[config.mk]
export PLATFORM = sky130hd
export DESIGN_NAME = dzwiek_sekwencer
export DESIGN_NICKNAME = d
export VERILOG_FILES = /design/src/rtl/dzwiek_sekwencer.sv
export SDC_FILE = /design/constraint.sdc
export NUM_CORES = 1
export LEC_CHECK = 0
export CORE_UTILIZATION = 50
export DETAILED_ROUTE_END_ITERATION = 12
export DONT_BUFFER_PORTS = 1
export REMOVE_ABC_BUFFERS = 1
export SETUP_SLACK_MARGIN = 0.05
export SLEW_MARGIN = 20
export SYNTH_ARGS = -nofsm -noshare
export SYNTH_HDL_FRONTEND = slang
export SYNTH_SLANG_ARGS = --single-unit
[constraint.sdc]
create_clock -name iCLK -period 5.9 [get_ports iCLK]
set_input_delay 1.18 -clock iCLK [delete_from_list [all_inputs] [get_ports iCLK]]
set_output_delay 1.18 -clock iCLK [all_outputs]
set_load 0.005 [all_outputs]
[src/rtl/dzwiek_sekwencer.sv]
// dzwiek_sekwencer: plays a fixed 16-entry melody ROM as a square wave on oSOUND
// Ports: iCLK clock, iRST sync active-high reset, iSTART start (IDLE only),
// iSTOP abort (any state), oSOUND tone output, oBUSY melody in progress,
// oDONE end-of-melody pulse, oNOTE pitch index currently sounding.
module dzwiek_sekwencer #(
    parameter int TICK_DIV = 500000,
    parameter int HP_SHIFT = 0,
    parameter int LOOP     = 0
) (
    input  logic       iCLK,
    input  logic       iRST,
    input  logic       iSTART,
    input  logic       iSTOP,
    output logic       oSOUND,
    output logic       oBUSY,
    output logic       oDONE,
    output logic [2:0] oNOTE
);
    localparam int PW = (TICK_DIV > 1) ? $clog2(TICK_DIV) : 1;
    localparam logic [PW-1:0] PRE_LAST = PW'(TICK_DIV - 1);

    typedef enum logic [1:0] {IDLE, LOAD, PLAY, GAP} state_t;

    state_t        state_q, state_d;
    logic [4:0]    addr_q, addr_d;
    logic [2:0]    pitch_q, pitch_d;
    logic [4:0]    dur_q, dur_d;
    logic [4:0]    tick_q, tick_d;
    logic [PW-1:0] presc_q, presc_d;
    logic [16:0]   phase_q, phase_d;
    logic          sound_q, sound_d;
    logic          busy_q, busy_d;
    logic          done_q, done_d;
    logic [2:0]    note_q, note_d;
    logic [7:0]    rom;
    logic [16:0]   hp_raw, hp;
    logic          tick_end, at_end, wrap;

    always_comb begin
        rom = 8'd0;
        case (addr_q[3:0])
            4'd0: rom = {3'd1, 5'd20};
            4'd1: rom = {3'd3, 5'd20};
            4'd2: rom = {3'd5, 5'd20};
            4'd3: rom = {3'd0, 5'd10};
            4'd4: rom = {3'd5, 5'd10};
            4'd5: rom = {3'd6, 5'd10};
            4'd6: rom = {3'd7, 5'd30};
            default: rom = 8'd0;
        endcase
    end

    always_comb begin
        hp_raw = 17'd1;
        case (pitch_q)
            3'd1: hp_raw = 17'd95554;
            3'd2: hp_raw = 17'd85131;
            3'd3: hp_raw = 17'd75843;
            3'd4: hp_raw = 17'd71586;
            3'd5: hp_raw = 17'd63776;
            3'd6: hp_raw = 17'd56818;
            3'd7: hp_raw = 17'd50619;
            default: hp_raw = 17'd1;
        endcase
    end

    assign hp       = hp_raw >> HP_SHIFT;
    assign tick_end = presc_q == PRE_LAST;
    // addr bit 4 marks running off the end of entry 15
    assign at_end   = rom[4:0] == 5'd0 || addr_q[4];
    assign wrap     = phase_q == hp - 17'd1;

    always_comb begin
        state_d = state_q;
        addr_d  = addr_q;
        pitch_d = pitch_q;
        dur_d   = dur_q;
        tick_d  = tick_q;
        presc_d = presc_q;
        phase_d = phase_q;
        done_d  = 1'b0;
        case (state_q)
            IDLE: begin
                if (iSTART) begin
                    state_d = LOAD;
                    addr_d  = 5'd0;
                end
            end
            LOAD: begin
                pitch_d = rom[7:5];
                dur_d   = rom[4:0];
                tick_d  = 5'd0;
                presc_d = '0;
                phase_d = 17'd0;
                if (!at_end) state_d = PLAY;
                else if (LOOP != 0) addr_d = 5'd0;
                else begin
                    state_d = IDLE;
                    done_d  = 1'b1;
                end
            end
            PLAY: begin
                presc_d = tick_end ? '0 : presc_q + PW'(1);
                phase_d = wrap ? 17'd0 : phase_q + 17'd1;
                if (tick_end) begin
                    tick_d = tick_q + 5'd1;
                    if (tick_q == dur_q - 5'd1) begin
                        state_d = GAP;
                        tick_d  = 5'd0;
                    end
                end
            end
            GAP: begin
                presc_d = tick_end ? '0 : presc_q + PW'(1);
                if (tick_end) begin
                    state_d = LOAD;
                    addr_d  = addr_q + 5'd1;
                end
            end
            default: state_d = IDLE;
        endcase
        if (iSTOP) begin
            state_d = IDLE;
            done_d  = 1'b0;
        end
        // outputs are registered from the next state so they line up with it
        busy_d  = state_d != IDLE;
        note_d  = state_d == PLAY ? pitch_d : 3'd0;
        sound_d = state_d != PLAY ? 1'b0 :
                  (state_q == PLAY && pitch_q != 3'd0 && wrap) ? ~sound_q : sound_q;
    end

    always_ff @(posedge iCLK) begin
        if (iRST) begin
            state_q <= IDLE;
            addr_q  <= 5'd0;
            pitch_q <= 3'd0;
            dur_q   <= 5'd0;
            tick_q  <= 5'd0;
            presc_q <= '0;
            phase_q <= 17'd0;
            sound_q <= 1'b0;
            busy_q  <= 1'b0;
            done_q  <= 1'b0;
            note_q  <= 3'd0;
        end else begin
            state_q <= state_d;
            addr_q  <= addr_d;
            pitch_q <= pitch_d;
            dur_q   <= dur_d;
            tick_q  <= tick_d;
            presc_q <= presc_d;
            phase_q <= phase_d;
            sound_q <= sound_d;
            busy_q  <= busy_d;
            done_q  <= done_d;
            note_q  <= note_d;
        end
    end

    assign oSOUND = sound_q;
    assign oBUSY  = busy_q;
    assign oDONE  = done_q;
    assign oNOTE  = note_q;
endmodule

==> results list <==
- The worst setup path is captured at a flip-flop.
- Pleak: 1.32 nW
- Timing would allow up to 284 MHz.
* Clock tree from TritonCTS: built
- After legalization and detailed placement, the total HPWL measured 5590 um.
- Setup violations remaining at the end of the flow were counted as 0.
- Area of all placed cells without fillers: 3890 sq um
- The share of the Yosys chip area taken by registers is 0.320.
* Max H-tree Level: 3
- Setup Buffers After CTS: 0
- CP Launch Type: flip-flop
* Worst path arrival time: 3780 ps
- After routing, the total negative slack on setup checks comes to 0 ps.
- Pin placement for this block handled 10 I/O pins.
- Of the cells placed in the final design, the portion with a size suffix greater than 1 is 0.0787.
- Clock transition time at the flip-flop clock pins of the worst setup and hold paths: 80 ps
- For met2 alone, demand over resource in global routing was 0.321.
- From left edge to right edge, the die measures 88.0 um.
* Hold WC Path Type: flip-flop to flip-flop
* Power per unit of standard cell area: 231 nW/um^2
- The number of global-route vias before repair is 2,748.
* Compound-cell area share of the yosys netlist: 0.179
- For this run, the number of Yosys warnings is 0.
* Post-synthesis share of cell area spent on full adders, half adders and majority gates: 0.0508
* Max-capacitance violation count: 0
- Averaged over all synthesized cells, the footprint is 8.08 sq um.
- In the synthesized netlist the dominant register cell turns out to be sky130_fd_sc_hd__dfxtp_1.
* Global routing usage on met1: 0.318
- Post-Syn Area: 3690 sq um
- Largest driver fanout on the critical path: 31
* Status: finished, final reports clean
- The worst path in the final design needs a cycle of 3520 ps, including I/O delays and setup.
- First-pass DRT Iterations: 4
- Data on the critical path is required at its endpoint by 6150 ps.
* DR vias/cell: 5.84
- Clock buffer count from CTS: 9
- Final total power: 0.900 mW
- Row generation in the floorplan step produced 30 rows.
* Net count of the finished layout: 459
* Area enclosed by the die boundary: 7740 sq um
- The worst pin sits at a relative slew slack of 0.391.
- The longest clock path from root to sink contains 2 buffers.
- Total vias in the final route: 3,161
* Terminus of the critical flop-to-flop path: phase_q[12]$_SDFFE_PP0P_
- Post-Place Cell Area: 3670 sq um
- Of the total synthesized cell area, the portion taken by AND, OR, NAND and NOR gates is 0.305.
- Detailed-route wire length: 7910 um
* Sink Count: 59
- Core Region: 6980 sq um
- Antenna violations before repair: 0
* Worst reg-to-reg setup slack: 2380 ps
- Resize count post-CTS: 0
* Worst Skew: 13.9 ps
- Diodes inserted: 0
* Category of the critical setup timing path: flip-flop to flip-flop
* Final hold violation count: 0
- For this configuration, the core starts out at a cell density of 0.529.
- In this run the most used layer during global routing was met2.
- Entering global routing, the biggest net connects 33 pins.
* Multiplexer share of the synthesized area: 0.0190
- Routability-driven placement finished with a final weighted congestion of 0.875.
- For this run the aggregate overflow at the end of global routing stands at 0.
- IR analysis of the VDD net gives a maximum drop of 0.175 mV.
- The most critical setup path has its startpoint at pitch_q[2]$_SDFF_PP0_.
- Input and output buffers added on the ports amount to 0.
- After technology mapping, the gate count stands at 457.
- In the global route stage, met3 resource usage came out at 0.0707.
* Dominant combinational cell family by area after synthesis: simple AND/OR/NAND/NOR gates
- Tot GR Track Use: 0.222
- Once routing completed, OpenROAD measured the worst setup slack at 2380 ps.
- For the pin with the worst max-slew slack, the measured transition is 912 ps.
* Critical R2R Launch: pitch_q[2]$_SDFF_PP0_
- Clock tree synthesis selected as its root buffer the cell sky130_fd_sc_hd__clkbuf_8.
* Area share of xor/xnor cells in the synthesized design: 0.0664
* Relative area change from synthesis to final layout: 5.39%
* Netlist cell types: 63
- For this block, the initial DRC count from the detailed router was 177.
* Number of cells traversed by the worst hold path: 2
* Final routed wire length divided by cell count: 14.6 um
- The die is 88.0 um tall.
* Post-synth EDFFs: 0
- Quantity of hold-fixing buffers added after cts: 0
- The first global-routing pass estimated 13,300 um of wire.
* Max-slew violations: 0
- Cell depth of the worst flop-to-flop path: 9
- Worst hold path endpoint: presc_q[9]$_SDFFE_PP0N_
* #FFs+latches synth: 59
- Before CTS, the worst setup slack after placement is 2410 ps.
* Clock insertion delay at the later pin of the skew report: 340 ps
- Setup repair after global routing left no endpoint under its margin.
- Post-route DRC: 0
- In the synthesized netlist the async set-or-reset flop fraction comes to 0.
- The worst hold path begins at presc_q[9]$_SDFFE_PP0N_.
- Fin crit share: 0.597
* Final antenna-violating net count: 0
- Post-Route Hold Slack: 499 ps
[worst max-delay path by stage]
stage,to,slack [ps],cells past startpoint
final,phase_q[12]$_SDFFE_PP0P_,2380,9
after detailed placement,phase_q[12]$_SDFFE_PP0P_,2410,9
after floorplan,phase_q[12]$_SDFFE_PP0P_,2860,9
after global placement,phase_q[12]$_SDFFE_PP0P_,2460,9
after CTS,phase_q[12]$_SDFFE_PP0P_,2420,9
after global routing,phase_q[14]$_SDFFE_PP0P_,2040,9
[cell usage after synthesis (4+ instances only)]
master,instances,share of area
sky130_fd_sc_hd__nor2_1,57,0.058
sky130_fd_sc_hd__xnor2_1,14,0.033
sky130_fd_sc_hd__a21oi_1,27,0.037
sky130_fd_sc_hd__buf_2,10,0.014
sky130_fd_sc_hd__dfxtp_1,59,0.32
sky130_fd_sc_hd__clkbuf_1,11,0.011
sky130_fd_sc_hd__and3_1,8,0.014
sky130_fd_sc_hd__o21ai_0,15,0.020
sky130_fd_sc_hd__a31oi_1,13,0.022
sky130_fd_sc_hd__nand4_1,13,0.022
sky130_fd_sc_hd__ha_1,15,0.051
sky130_fd_sc_hd__a211oi_1,5,0.010
sky130_fd_sc_hd__nand4b_1,5,0.012
sky130_fd_sc_hd__nor4_1,4,0.0068
sky130_fd_sc_hd__or2_2,6,0.010
sky130_fd_sc_hd__nand3_1,18,0.024
sky130_fd_sc_hd__nor2b_1,5,0.0085
sky130_fd_sc_hd__nand3b_1,5,0.010
sky130_fd_sc_hd__and2_1,13,0.022
sky130_fd_sc_hd__mux2i_1,7,0.019
sky130_fd_sc_hd__xor2_1,14,0.033
sky130_fd_sc_hd__inv_1,20,0.020
sky130_fd_sc_hd__nand2b_1,10,0.017
sky130_fd_sc_hd__nand2_1,25,0.025
sky130_fd_sc_hd__nor3_1,8,0.011
sky130_fd_sc_hd__o31ai_1,9,0.018
[routing by layer]
metal,up-vias,routed length (um)
met5,-,0
met2,61,3410
met4,0,68
met3,7,407
met1,1489,4030
li1,1604,-
[state kept, by name (all words and copies together) (netlist names)]
| name | cells |
|---|---|
| presc_q | 19 |
| phase_q | 17 |
| addr_q | 5 |
| tick_q | 5 |
| oNOTE | 3 |
| pitch_q | 3 |
| dur_q | 2 |
| state_q | 2 |
| oBUSY | 1 |
| oDONE | 1 |
| oSOUND | 1 |
[through the flow]
| stage | utilization | instances |
|---|---|---|
| global route | 0.558 | 541 |
| detailed placement | 0.525 | 525 |
| CTS | 0.558 | 541 |
| finish | 0.558 | 541 |
| global placement | 0.525 | 525 |
| floorplan | - | 429 |
[critical path, cell delays in order, from the launching register on]
cell and delay [ps]:
sky130_fd_sc_hd__dfxtp_1 920, sky130_fd_sc_hd__and3b_1 320, sky130_fd_sc_hd__ha_1 260, sky130_fd_sc_hd__nor2_1 80, sky130_fd_sc_hd__a22o_1 220, sky130_fd_sc_hd__a221o_1 350
sky130_fd_sc_hd__o2111a_2 190, sky130_fd_sc_hd__a211oi_4 640, sky130_fd_sc_hd__nand2_4 190, sky130_fd_sc_hd__o311ai_2 270
[cell usage in the layout, fill, tap and decap left out, drive strengths merged, types with 7 or more instances in the layout]
cell,count
and3,8
o21ai,15
nor4,7
xor2,14
nand2b,10
nor2,57
nand3,18
nand2,26
dfxtp,59
and2,13
inv,21
clkbuf,9
o31ai,9
a21oi,27
ha,15
xnor2,14
nor3,8
mux2i,7
a31oi,13
nand4,13
[cell type report]
| type | instances | area, sq um |
|---|---|---|
| Inverter | 20 | 75.1 |
| Sequential cell | 59 | 1180 |
| Clock inverter | 7 | 100 |
| Tap cell | 96 | 120 |
| Fill cell | 682 | 3090 |
| Multi-Input combinational cell | 350 | 2290 |
| Clock buffer | 9 | 124 |
[cell families after synthesis]
kind of cell | count (synthesis)
xor+xnor | 28
simple gates | 203
buf+inv | 48
compound gates | 97
flops | 59
fa+ha+maj | 15
mux | 7
[power by group]
| part | leakage [nW] | switching [mW] | internal (mW) | total (mW) |
|---|---|---|---|---|
| sequential | 0.476 | 0.00866 | 0.402 | 0.411 |
| combinational | 0.735 | 0.0427 | 0.0320 | 0.0748 |
| clock | 0.114 | 0.174 | 0.240 | 0.415 |
Power figures use the tool's default switching activity.
